`config.mk`:
```
export PLATFORM = sky130hd
export DESIGN_NAME = lmn74194_deser
export DESIGN_NICKNAME = d
export VERILOG_FILES = /design/src/rtl/lmn74194_deser.sv
export SDC_FILE = /design/constraint.sdc
export NUM_CORES = 1
export LEC_CHECK = 0
export ABC_CLOCK_PERIOD_IN_PS = 1400
export BUFFER_PORTS_ARGS = -buffer_cell sky130_fd_sc_hd__buf_2
export CELL_PAD_IN_SITES_DETAIL_PLACEMENT = 0
export CELL_PAD_IN_SITES_GLOBAL_PLACEMENT = 2
export CORE_UTILIZATION = 30
export CTS_CLUSTER_DIAMETER = 50
export DETAILED_ROUTE_END_ITERATION = 7
export GPL_ROUTABILITY_DRIVEN = 0
export PLACE_DENSITY_LB_ADDON = 0.1
export SLEW_MARGIN = 25
export SYNTH_ARGS = -nofsm -noshare
export SYNTH_HDL_FRONTEND = slang
export SYNTH_SLANG_ARGS = --single-unit
```
`constraint.sdc`:
```
create_clock -name mclk -period 1.4 [get_ports mclk]
set_input_delay 0 -clock mclk [delete_from_list [all_inputs] [get_ports mclk]]
set_output_delay 0 -clock mclk [all_outputs]
set_load 0.02 [all_outputs]
```
`src/rtl/lmn74194_deser.sv`:
```
// ---------------------------------------------------------------------------
// lmn74194_deser
//
// Serial-to-parallel capture block. Rebuilds N-bit words from a one-bit
// stream shifted in from either end, using the 74194 orientation:
//    dir=0 : feed from left  (bit enters at MSB, shifts toward LSB)
//    dir=1 : feed from right (bit enters at LSB, shifts toward MSB)
// A completed word is held in Q with a valid/ready handshake. When a word
// completes while the previous one is still unconsumed, the newest word
// replaces it (overrun).
//
// Optional feature macro: LMN_DESER_OVR_EN
//    defined   : ovr is a sticky overrun flag, cleared by ovr_clr or rst
//                (a simultaneous overrun wins over ovr_clr).
//    undefined : no overrun flag logic; ovr is tied to 0, ovr_clr ignored.
//
// Ports
//    mclk      in   main clock, all state changes on the rising edge
//    rst       in   asynchronous active-high reset
//    cen       in   clock enable for the bit-sampling path only
//    sin       in   serial data bit
//    sin_valid in   sin carries a bit this cen cycle
//    dir       in   shift orientation for the bit being sampled
//    start     in   word alignment, discards the partial word
//    Q         out  last completed word
//    q_valid   out  Q holds an unconsumed word
//    q_ready   in   consumer accepts Q
//    ovr       out  sticky overrun flag
//    ovr_clr   in   clears ovr
// ---------------------------------------------------------------------------
module lmn74194_deser #(
   parameter int N = 4
) (
   input  logic         mclk,
   input  logic         rst,
   input  logic         cen,
   input  logic         sin,
   input  logic         sin_valid,
   input  logic         dir,
   input  logic         start,
   output logic [N-1:0] Q,
   output logic         q_valid,
   input  logic         q_ready,
   output logic         ovr,
   input  logic         ovr_clr
);

   localparam int CW = $clog2(N);
   localparam logic [CW-1:0] CNT_LAST = CW'(N - 1);
   localparam logic [CW-1:0] CNT_ONE  = CW'(1);

   logic [N-1:0]  sr_q, sr_d;
   logic [CW-1:0] cnt_q, cnt_d;
   logic [N-1:0]  word_q, word_d;
   logic          q_valid_q, q_valid_d;

   logic          sample_s;
   logic          align_s;
   logic          complete_s;
   logic          xfer_s;
   logic          overrun_s;
   logic [N-1:0]  shifted_s;

   // Shift one bit into a word in the requested 74194 orientation.
   function automatic logic [N-1:0] shift_in(input logic [N-1:0] cur,
                                             input logic         b,
                                             input logic         d);
      logic [N-1:0] res;
      if (d) begin
         res = {cur[N-2:0], b};
      end else begin
         res = {b, cur[N-1:1]};
      end
      return res;
   endfunction

   assign sample_s  = cen & sin_valid;
   assign align_s   = cen & start;
   assign shifted_s = shift_in(sr_q, sin, dir);
   // start takes priority: the bit sampled with it begins a fresh word,
   // so it can never be the completing bit (N >= 2).
   assign complete_s = sample_s & ~align_s & (cnt_q == CNT_LAST);
   // Handshake is evaluated every mclk edge, independent of cen.
   assign xfer_s     = q_valid_q & q_ready;
   assign overrun_s  = complete_s & q_valid_q & ~q_ready;

   // Next-state for the shift register, bit counter, holding register and valid.
   always_comb begin
      sr_d      = sr_q;
      cnt_d     = cnt_q;
      word_d    = word_q;
      q_valid_d = q_valid_q;

      if (align_s) begin
         if (sin_valid) begin
            sr_d  = shift_in({N{1'b0}}, sin, dir);
            cnt_d = CNT_ONE;
         end else begin
            sr_d  = {N{1'b0}};
            cnt_d = {CW{1'b0}};
         end
      end else if (sample_s) begin
         sr_d = shifted_s;
         if (cnt_q == CNT_LAST) begin
            cnt_d = {CW{1'b0}};
         end else begin
            cnt_d = cnt_q + CNT_ONE;
         end
      end else begin
         sr_d  = sr_q;
         cnt_d = cnt_q;
      end

      // Newest word always wins; completion keeps valid high even on transfer.
      if (complete_s) begin
         word_d    = shifted_s;
         q_valid_d = 1'b1;
      end else if (xfer_s) begin
         q_valid_d = 1'b0;
      end else begin
         q_valid_d = q_valid_q;
      end
   end

   // Datapath and handshake state registers.
   always_ff @(posedge mclk or posedge rst) begin
      if (rst) begin
         sr_q      <= {N{1'b0}};
         cnt_q     <= {CW{1'b0}};
         word_q    <= {N{1'b0}};
         q_valid_q <= 1'b0;
      end else begin
         sr_q      <= sr_d;
         cnt_q     <= cnt_d;
         word_q    <= word_d;
         q_valid_q <= q_valid_d;
      end
   end

   assign Q       = word_q;
   assign q_valid = q_valid_q;

`ifdef LMN_DESER_OVR_EN
   logic ovr_q, ovr_d;

   // Sticky overrun flag; a new overrun beats a same-cycle clear.
   always_comb begin
      ovr_d = ovr_q;
      if (overrun_s) begin
         ovr_d = 1'b1;
      end else if (ovr_clr) begin
         ovr_d = 1'b0;
      end else begin
         ovr_d = ovr_q;
      end
   end

   // Overrun flag register.
   always_ff @(posedge mclk or posedge rst) begin
      if (rst) begin
         ovr_q <= 1'b0;
      end else begin
         ovr_q <= ovr_d;
      end
   end

   assign ovr = ovr_q;
`else
   logic unused_ovr_s;
   assign unused_ovr_s = ovr_clr ^ overrun_s;
   assign ovr = 1'b0;
`endif

endmodule

```
* Word-level counts from Yosys, hierarchy flattened
Index checks and enable logic that the tools add are counted.
Storage, ports and cells: bits in registers 11, bits of input ports 9, output and inout port bits 6, word-level logic and storage cells 25
Operators by class: add/subtract/negate cells 1, equality and inequality tests 1, mux-type cells 11, bitwise logic cells 6, reductions and logical operators 2
Operator list (count):
- two-way mux 4 bit | 5
- two-way mux 2 bit | 3
- AND 1 bit | 5
- nonzero test 2 bit | 2
- two-way mux 1 bit | 3
- adder 2 x 1 -> 2 bit, second input constant | 1
- == test 2 bit, second input constant | 1
- NOT 1 bit | 1

* Longest topological paths before layout
Gate-level depths: netlist (run 1).
word-level depth 5, gate-level depth with buffers 4, gate-level depth less buffers 4

* Least setup slack after synthesis (run 1)
No wires, ideal clock.
path type register -> register, start register cnt_q[0], end register cnt_q[1], library setup time 127 ps, arrival 889 ps, data required time 1273 ps, slack 383 ps, cell stages (with the launch flop) 5, path buffers 0, clock period less this slack 1017 ps, path through dfrtp_1 -> ha_1 -> nand3_1 -> o21a_1 -> o22ai_1
On the way: cells in the longest elaborated chain, start to end 4, elaborated cells between the ends (all ways) 5, classes of those cells 1 x add/sub; 1 x eq/ne; 3 x mux
Ends and longest elaborated chain:
- start, declared | line 53 | logic [CW-1:0] cnt_q, cnt_d;
- start signal, assigned | line 129 | cnt_q <= {CW{1'b0}};
- start signal, assigned | line 134 | cnt_q <= cnt_d;
- adder 2 x 1 -> 2 bit / == test 2 bit (equally long branches) | line 107, 104
- two-way mux 2 bit * | line 104 | if (cnt_q == CNT_LAST) begin
- two-way mux 2 bit * | line 102 | end else if (sample_s) begin
- two-way mux 2 bit * | line 94 | if (align_s) begin
Mark *: on every way between the ends. The rest lies on a longest branch, timed or not. The select of a mux whose other input is x is not followed. A chain may end at the register's enable or synchronous reset.

* Final worst setup path (run 1)
Same ends and word-level chain as after synthesis.

==> qor.txt, run 1 <==
most instantiated cells after synthesis - dfrtp_1, nand2_1, o21ai_1
Final Max Tran Viols - 0
#FFs+latches synth - 11
Port Buf Inserts - 12
maximum VDD drop - 0.5077 mV
WL final - 1157 um
RSZ-0062 raised after global routing - no
Setup TNS - 0 ns
H-tree Lvls - 1
largest net degree at the start of global routing - 12
DP HPWL - 810.5 um
synth warn - 0
die area - 0.002111 mm^2
clock skew - 0.003157 ns
Ports - 15
Final Cycle Share - 0.7620
drt wl/cell - 12.18 um
Initial DRC Count - 15
FFs w/ async S/R, synth - 1.000
CP max-delay cell - dfrtp_1
# DRC - 0
synthesized area per cell - 10.34 um^2
status - finished clean
sequential share of the synthesized area - 0.4752
number of buffers created by CTS - 3
final hold viol count - 0
Synth Flop Type - dfrtp_1
CTS tree - done
Max Fclk - 937.4 MHz
Clk pin slew, worst setup/hold paths - 0.07 ns
share of layout cells above drive strength 1 - 0.2571
layout net count - 81
CTS max path bufs - 2
Clk Tree Root Cell - clkbuf_4
TritonRoute pass-1 iters - 3
Final Critical Period - 1.067 ns
# diodes - 0
startpoint class of the critical path - flop
reg2reg setup slack - 0.33 ns
final core occ - 0.3865
Skew-Pair Late Insertion Delay - 0.27 ns
top-count cell post-synth - dfrtp_1
Syn Nets - 66
initial antenna violation count - 0
vias in the first global route - 424
first-pass GRT wire length - 2049 um
CP Cell Sequence - ha_1, nand3_1, o21a_1, o22ai_1
Mapped Cells - 56
Antenna Nets Post-Route - 0
Die H - 45.95 um
Synth-to-Final Area Change - 17.71%
Clock Sinks - 11
CP Max Fanout - 3
crit-path max cell delay - 0.39 ns
FF-to-FF path depth - 4
Hold Crit Depth - 2
area share of the largest cell type after synthesis - 0.4752
Die X - 45.95 um
max-cap viol count - 0
Initial Utilization - 0.3284
Leak Pwr - 0.3400 nW
Avg Vias per Cell - 4.516
Synth Cell Area - 579.3 um^2
CP arrival - 1.22 ns
kind of critical path - flop to flop
Vias - 429
Power Density - 1159 mW/mm^2
Power Total - 0.0007904 W
Synth area leaders - dfrtp_1, o21ai_1, nand2_1, mux2i_1, nand4b_4
core area - 0.001764 mm^2
EDFF count, synth - 0
post-synth top area cell - dfrtp_1
Distinct cells, synth - 23
CP Capture Type - flop
final setup fails - 0
Cell Rows - 15
Total GRT Usage - 0.1431
Critical Path RT - 1.55 ns
total grt overflow - 0
Hold WC Path Type - input pin to flop
[layout by cell type (no fill, tap or decap), types with 2 or more instances in the layout]
| master | n |
|---|---|
| nand2_1 | 9 |
| mux2i_1 | 3 |
| buf_2 | 12 |
| o21a_1 | 2 |
| dfrtp_1 | 11 |
| inv_1 | 2 |
| o22a_1 | 2 |
| dlygate4sd3_1 | 2 |
| o21ai_1 | 9 |
| clkbuf_4 | 3 |
| nand3_1 | 2 |
[repair_timing]
action,4_1_cts,5_1_grt
hold endpoints to repair,12,0
buffers inserted,0,0
endpoints found under the setup margin,0,0
hold buffers,2,0
resized for setup,0,0
[logic make-up after synthesis]
group,synth area share
flip-flops,0.4752
other,0.006473
multiplexers,0.05184
adder cells (fa/ha/maj),0.02159
AO/OA/AOI/OAI,0.2117
buffers and inverters,0.07991
AND/OR/NAND/NOR,0.1533
[final cells by class]
type | instances | area (um^2)
clock buffers | 4 | 26.28
fillers | 205 | 1082
inverters | 3 | 11.26
multi-input cells | 38 | 257.7
flip-flops and latches | 11 | 275.3
well taps | 25 | 31.28
repair buffers | 14 | 80.08
[through the flow]
stage | area [um^2] | worst slack [ns] | hold slack [ns] | cells
6_report | 681.9 | 0.3332 | 0.01955 | 95
5_1_grt | 681.9 | 0.2538 | 0.03083 | 95
4_1_cts | 681.9 | 0.3309 | 0.01598 | 95
3_5_place_dp | 635.6 | 0.3488 | 0.02615 | 89
3_3_place_gp | 635.6 | 0.3333 | 0.02452 | 89
2_1_floorplan | 579.3 | 0.3835 | -0.1476 | 56
[path summary, 6_finish.rpt]
check | endpoint | startpoint
max | cnt_q[1] | cnt_q[0]
min | cnt_q[1] | start
max reg2reg | cnt_q[1] | cnt_q[0]
min reg2reg | Q[0] | Q[0]
max in group asynchronous | Q[0] | rst
min in group asynchronous | Q[2] | rst
[layer usage]
metal | share of wire | up-vias | track usage
met4 | 0.024 | 0 | 0.09412
met1 | 0.50 | 194 | 0.1946
met2 | 0.44 | 9 | 0.1915
li1 | - | 222 | -
met3 | 0.035 | 4 | 0.04365
met5 | 0 | - | 0
[sequential cells by signal (all words and copies together) (netlist names)]
name and cells:
q_valid 1, Q 4, cnt_q 2, sr_q 4
[where the power goes]
group	switching, W	internal, W	leakage [nW]
logic	0.000107	0.0000749	0.180
clock network	0.000110	0.000110	0.0150
registers	0.0000264	0.000362	0.145
[critical path, delay by kind of cell, from the launching register on]
family / cells / cell delay [ns]
flip-flops: 1 / 0.39
adder cells (fa/ha/maj): 1 / 0.30
AO/OA/AOI/OAI: 2 / 0.18
AND/OR/NAND/NOR: 1 / 0.08
Power figures use the tool's default switching activity.
==> run 2: changes to the inputs <==
--- a/config.mk
+++ b/config.mk
@@ -5,11 +5,11 @@
 export SDC_FILE = /design/constraint.sdc
 export NUM_CORES = 1
 export LEC_CHECK = 0
-export ABC_CLOCK_PERIOD_IN_PS = 1400
+export ABC_CLOCK_PERIOD_IN_PS = 850
 export BUFFER_PORTS_ARGS = -buffer_cell sky130_fd_sc_hd__buf_2
 export CELL_PAD_IN_SITES_DETAIL_PLACEMENT = 0
 export CELL_PAD_IN_SITES_GLOBAL_PLACEMENT = 2
-export CORE_UTILIZATION = 30
+export CORE_UTILIZATION = 27
 export CTS_CLUSTER_DIAMETER = 50
 export DETAILED_ROUTE_END_ITERATION = 7
 export GPL_ROUTABILITY_DRIVEN = 0
==> constraint.sdc (replaced) <==
create_clock -name mclk -period 0.85 [get_ports mclk]
set_input_delay 0 -clock mclk [delete_from_list [all_inputs] [get_ports mclk]]
set_output_delay 0 -clock mclk [all_outputs]
set_load 0.02 [all_outputs]
==> run 2 against run 1 <==
Against the previous run:
- the flow now finishes with violations (setup timing)
- sequential share of layout area down 3.8 points
- cell count up 6.3%
- cell area up 10%
- highest routed layer unchanged
- critical endpoint unchanged
- clock power up 68%
- global-route usage down 1.4 points
==> qor.txt, run 2 (synthesis results as in run 1) <==
startpoint class of the critical path - flop
Area after DPL - 645.6 um^2
CTS tree - done
WL final - 1251 um
final hold viol count - 0
number of buffers created by CTS - 3
Final Critical Period - 1.043 ns
drt wl/cell - 12.39 um
Total GRT Usage - 0.1289
layout net count - 85
Avg Vias per Cell - 4.703
number of fill cells in the layout - 208
first-pass GRT wire length - 2256 um
TritonRoute pass-1 iters - 2
initial antenna violation count - 0
largest net degree at the start of global routing - 13
RSZ-0062 raised after global routing - yes
die area - 0.002335 mm^2
Leak Pwr - 0.3651 nW
status - finished with violations
final instance area - 753.2 um^2
CTS max path bufs - 2
Clk Tree Root Cell - clkbuf_4
final setup fails - 7
core area - 0.001982 mm^2
H-tree Lvls - 1
Skew-Pair Late Insertion Delay - 0.27 ns
vias in the first global route - 480
maximum VDD drop - 0.5716 mV
final worst slack - -0.1926 ns
Die X - 48.32 um
failing checks - setup timing
Port Buf Inserts - 12
Critical Path RT - 1.04 ns
CP Max Fanout - 2
Antenna Nets Post-Route - 0
Clk pin slew, worst setup/hold paths - 0.08 ns
Clock Sinks - 11
kind of critical path - flop to flop
CP Capture Type - flop
Cell Rows - 16
Initial DRC Count - 7
CP arrival - 1.23 ns
total grt overflow - 0
Vias - 475
most frequent cells in the layout - dfrtp_1, buf_2, nand2_1, o21ai_1
# diodes - 0
Power Density - 1859 mW/mm^2
Setup TNS - -0.8299 ns
Initial Utilization - 0.2923
Ports - 15
share of layout cells above drive strength 1 - 0.3514
Hold WC Path Type - input pin to flop
Die H - 48.32 um
DP HPWL - 811.9 um
Synth-to-Final Area Change - 30.02%
clock skew - 0.004299 ns
# DRC - 0
Max Fclk - 959.2 MHz
max-cap viol count - 0
Final Max Tran Viols - 0
Final Cycle Share - 1.227
run 2: cell types whose count changed in the layout (fill, tap and decap cells not counted):
cell / previous run / this run
buf_4: 0 / 3
buf_6: 0 / 1
ha_4: 0 / 1
mux2i_2: 0 / 2
mux2i_1: 3 / 1
nand3_1: 2 / 1
nand4b_2: 0 / 1
ha_1: 1 / 0
nand3_2: 0 / 1
buf_2: 12 / 11
run 2: through the flow:
stage	total power, W	instances	utilization	worst slack (ns)	hold WS (ns)
2_1_floorplan	0.0008627	56	-	-0.1457	-0.1476
3_3_place_gp	0.0009614	92	0.3258	-0.2065	0.03290
3_5_place_dp	0.0009581	92	0.3258	-0.2049	0.02852
4_1_cts	0.001399	100	0.3712	-0.1949	0.05055
5_1_grt	0.001511	101	0.3801	-0.2399	0.05553
6_report	0.001400	101	0.3801	-0.1926	0.06695
run 2: timing repair:
item	in CTS	in global routing
hold buffers	2	0
setup buffers	1	1
gates resized for setup	4	3
endpoints found under the setup margin	11	13
gates cloned	1	0
endpoints found under the hold margin	12	0
pin swaps	10	1
run 2: final timing paths:
path | to | from | cells past startpoint | slack, ns
setup / recovery | cnt_q[1] | cnt_q[1] | 4 | -0.19
hold reg to reg | Q[3] | Q[3] | 2 | 0.49
hold / removal | Q[0] | sin | 3 | 0.07
max in group asynchronous | q_valid | rst | 3 | 0.26
setup reg to reg | cnt_q[1] | cnt_q[1] | 4 | -0.19
min in group asynchronous | sr_q[3] | rst | 3 | 0.27
run 2: routing by layer:
| metal | up-vias | share of wire | global-route usage |
|---|---|---|---|
| met4 | 0 | 0.016 | 0.1029 |
| li1 | 238 | - | - |
| met1 | 223 | 0.54 | 0.1755 |
| met2 | 12 | 0.41 | 0.1878 |
| met3 | 2 | 0.030 | 0.009434 |
| met5 | - | 0 | 0 |
run 2: layout make-up:
| type | instances | area [um^2] | share of cell area |
|---|---|---|---|
| tap | 27 | 33.78 | 0.04485 |
| clock buffer | 4 | 26.28 | 0.03488 |
| multi-input combinational | 39 | 297.8 | 0.3953 |
| sequential | 11 | 275.3 | 0.3654 |
| timing repair buffer | 17 | 108.9 | 0.1445 |
| inverter | 3 | 11.26 | 0.01495 |
run 2: worst max-delay path, stage by stage (launching register included):
cell     delay, ns
dfrtp_1       0.42
ha_4          0.28
nand3_2       0.06
o21a_1        0.11
o22ai_1       0.10
run 2: power breakdown:
group / switching (W) / internal [W] / leakage, nW
clock network: 0.000188 / 0.000181 / 0.0150
logic: 0.000194 / 0.000186 / 0.205
registers: 0.0000546 / 0.000596 / 0.145
==> run 3: changes to the inputs <==
--- a/config.mk
+++ b/config.mk
@@ -13,6 +13,7 @@
 export CTS_CLUSTER_DIAMETER = 50
 export DETAILED_ROUTE_END_ITERATION = 7
 export GPL_ROUTABILITY_DRIVEN = 0
+export HOLD_SLACK_MARGIN = 0.08
 export PLACE_DENSITY_LB_ADDON = 0.1
 export SLEW_MARGIN = 25
 export SYNTH_ARGS = -nofsm -noshare
==> run 3 against run 2 <==
Against the previous run:
- the flow still finishes with violations (setup timing)
- routed wire length up 0.16%
- sequential share of layout area is 0.95 points lower
- fmax is 0.51% higher
- core utilization increased by 1.0 points
- clock skew decreased by 0.0022 ns
- die area did not move
- largest cell class unchanged
- cell area increased by 2.7%
- non-clock buffer count increased by 2
==> qor.txt, run 3 (synthesis results as in run 1) <==
status - finished with violations
failing checks - setup timing
number of buffers created by CTS - 3
area of the multi-input gates - 297.8 um^2
die area - 0.002335 mm^2
maximum VDD drop - 0.5719 mV
Hold WS - 0.1201 ns
H-tree Lvls - 1
CP Capture Type - flop
final worst slack - -0.1873 ns
vias in the first global route - 483
WL final - 1253 um
layout net count - 87
Hold WC Path Type - input pin to flop
Leak Pwr - 0.3734 nW
TritonRoute pass-1 iters - 2
Avg Vias per Cell - 4.612
Power Density - 1823 mW/mm^2
first-pass GRT wire length - 2277 um
Antenna Nets Post-Route - 0
Vias - 475
FF-to-FF path depth - 4
Clk pin slew, worst setup/hold paths - 0.08 ns
core area - 0.001982 mm^2
Power Total - 0.001410 W
CP arrival - 1.23 ns
clock skew - 0.002111 ns
# DRC - 0
CP Max Fanout - 2
Hold Crit Depth - 2
Final Max Tran Viols - 0
Clk Tree Root Cell - clkbuf_4
most frequent cells in the layout - dfrtp_1, buf_2, nand2_1, o21ai_1, dlygate4sd3_1
DP HPWL - 811.9 um
final hold viol count - 0
Initial Utilization - 0.2923
Die X - 48.32 um
Ports - 15
final setup fails - 8
drt wl/cell - 12.17 um
Port Buf Inserts - 12
Total GRT Usage - 0.1303
share of layout cells above drive strength 1 - 0.3421
Reg area - 275.3 um^2
Initial DRC Count - 9
Synth-to-Final Area Change - 33.48%
Die H - 48.32 um
Critical Path RT - 1.04 ns
startpoint class of the critical path - flop
max-cap viol count - 0
largest net degree at the start of global routing - 13
Final Cycle Share - 1.220
Max Fclk - 964.1 MHz
Cell Rows - 16
initial antenna violation count - 0
RSZ-0062 raised after global routing - yes
Skew-Pair Late Insertion Delay - 0.27 ns
kind of critical path - flop to flop
CTS tree - done
Final Critical Period - 1.037 ns
CTS max path bufs - 2
# diodes - 0
number of fill cells in the layout - 208
Clock Sinks - 11
total grt overflow - 0
-- run 3: changes by cell type in the layout (fill, tap and decap cells not counted) --
cell	change
dlygate4sd3_1	+2
-- run 3: power breakdown --
part | switching [W] | leakage [nW] | internal [W] | total [W]
clock | 0.000191 | 0.0150 | 0.000181 | 0.000372
sequential | 0.0000546 | 0.145 | 0.000596 | 0.000650
combinational | 0.000194 | 0.214 | 0.000192 | 0.000387
-- run 3: cell type report --
type	count	share of cell area
multi-input combinational	39	0.3851
clock buffer	4	0.03398
tap	27	0.04369
inverter	3	0.01456
sequential	11	0.3560
timing repair buffer	19	0.1667
-- run 3: through the flow --
stage / instance area [um^2] / std cells / utilization / worst slack (ns) / setup TNS [ns]
detailed placement: 645.6 / 92 / 0.3258 / -0.2049 / -1.348
finish: 773.2 / 103 / 0.3902 / -0.1873 / -0.8383
global route: 773.2 / 103 / 0.3902 / -0.2399 / -1.531
global placement: 645.6 / 92 / 0.3258 / -0.2065 / -1.203
floorplan: 579.3 / 56 / - / -0.1457 / -0.8094
CTS: 755.7 / 102 / 0.3813 / -0.1949 / -0.8631
-- run 3: what timing repair did --
| action | in CTS | in global routing |
|---|---|---|
| setup buffers | 1 | 1 |
| hold buffers | 4 | 0 |
| pin swaps | 10 | 1 |
| cloned | 1 | 0 |
| endpoints found under the hold margin | 15 | 0 |
| endpoints found under the setup margin | 11 | 13 |
| resized for setup | 4 | 3 |
-- run 3: final timing paths --
check	start	endpoint	slack, ns
max	cnt_q[1]	cnt_q[1]	-0.19
min	cen	cnt_q[1]	0.12
max reg2reg	cnt_q[1]	cnt_q[1]	-0.19
min reg2reg	Q[3]	Q[3]	0.49
max in group asynchronous	rst	q_valid	0.26
min in group asynchronous	rst	sr_q[3]	0.27
-- run 3: worst max-delay path, stage by stage, from the launching register on --
cell and delay [ns]:
dfrtp_1 0.42, ha_4 0.28, nand3_2 0.06, o21a_1 0.11
o22ai_1 0.10
-- run 3: routing by layer --
layer / GRT usage / wire [um]
met2: 0.1901 / 518
met1: 0.1775 / 676
met5: 0 / 0
met3: 0.009434 / 38
met4: 0.1029 / 20
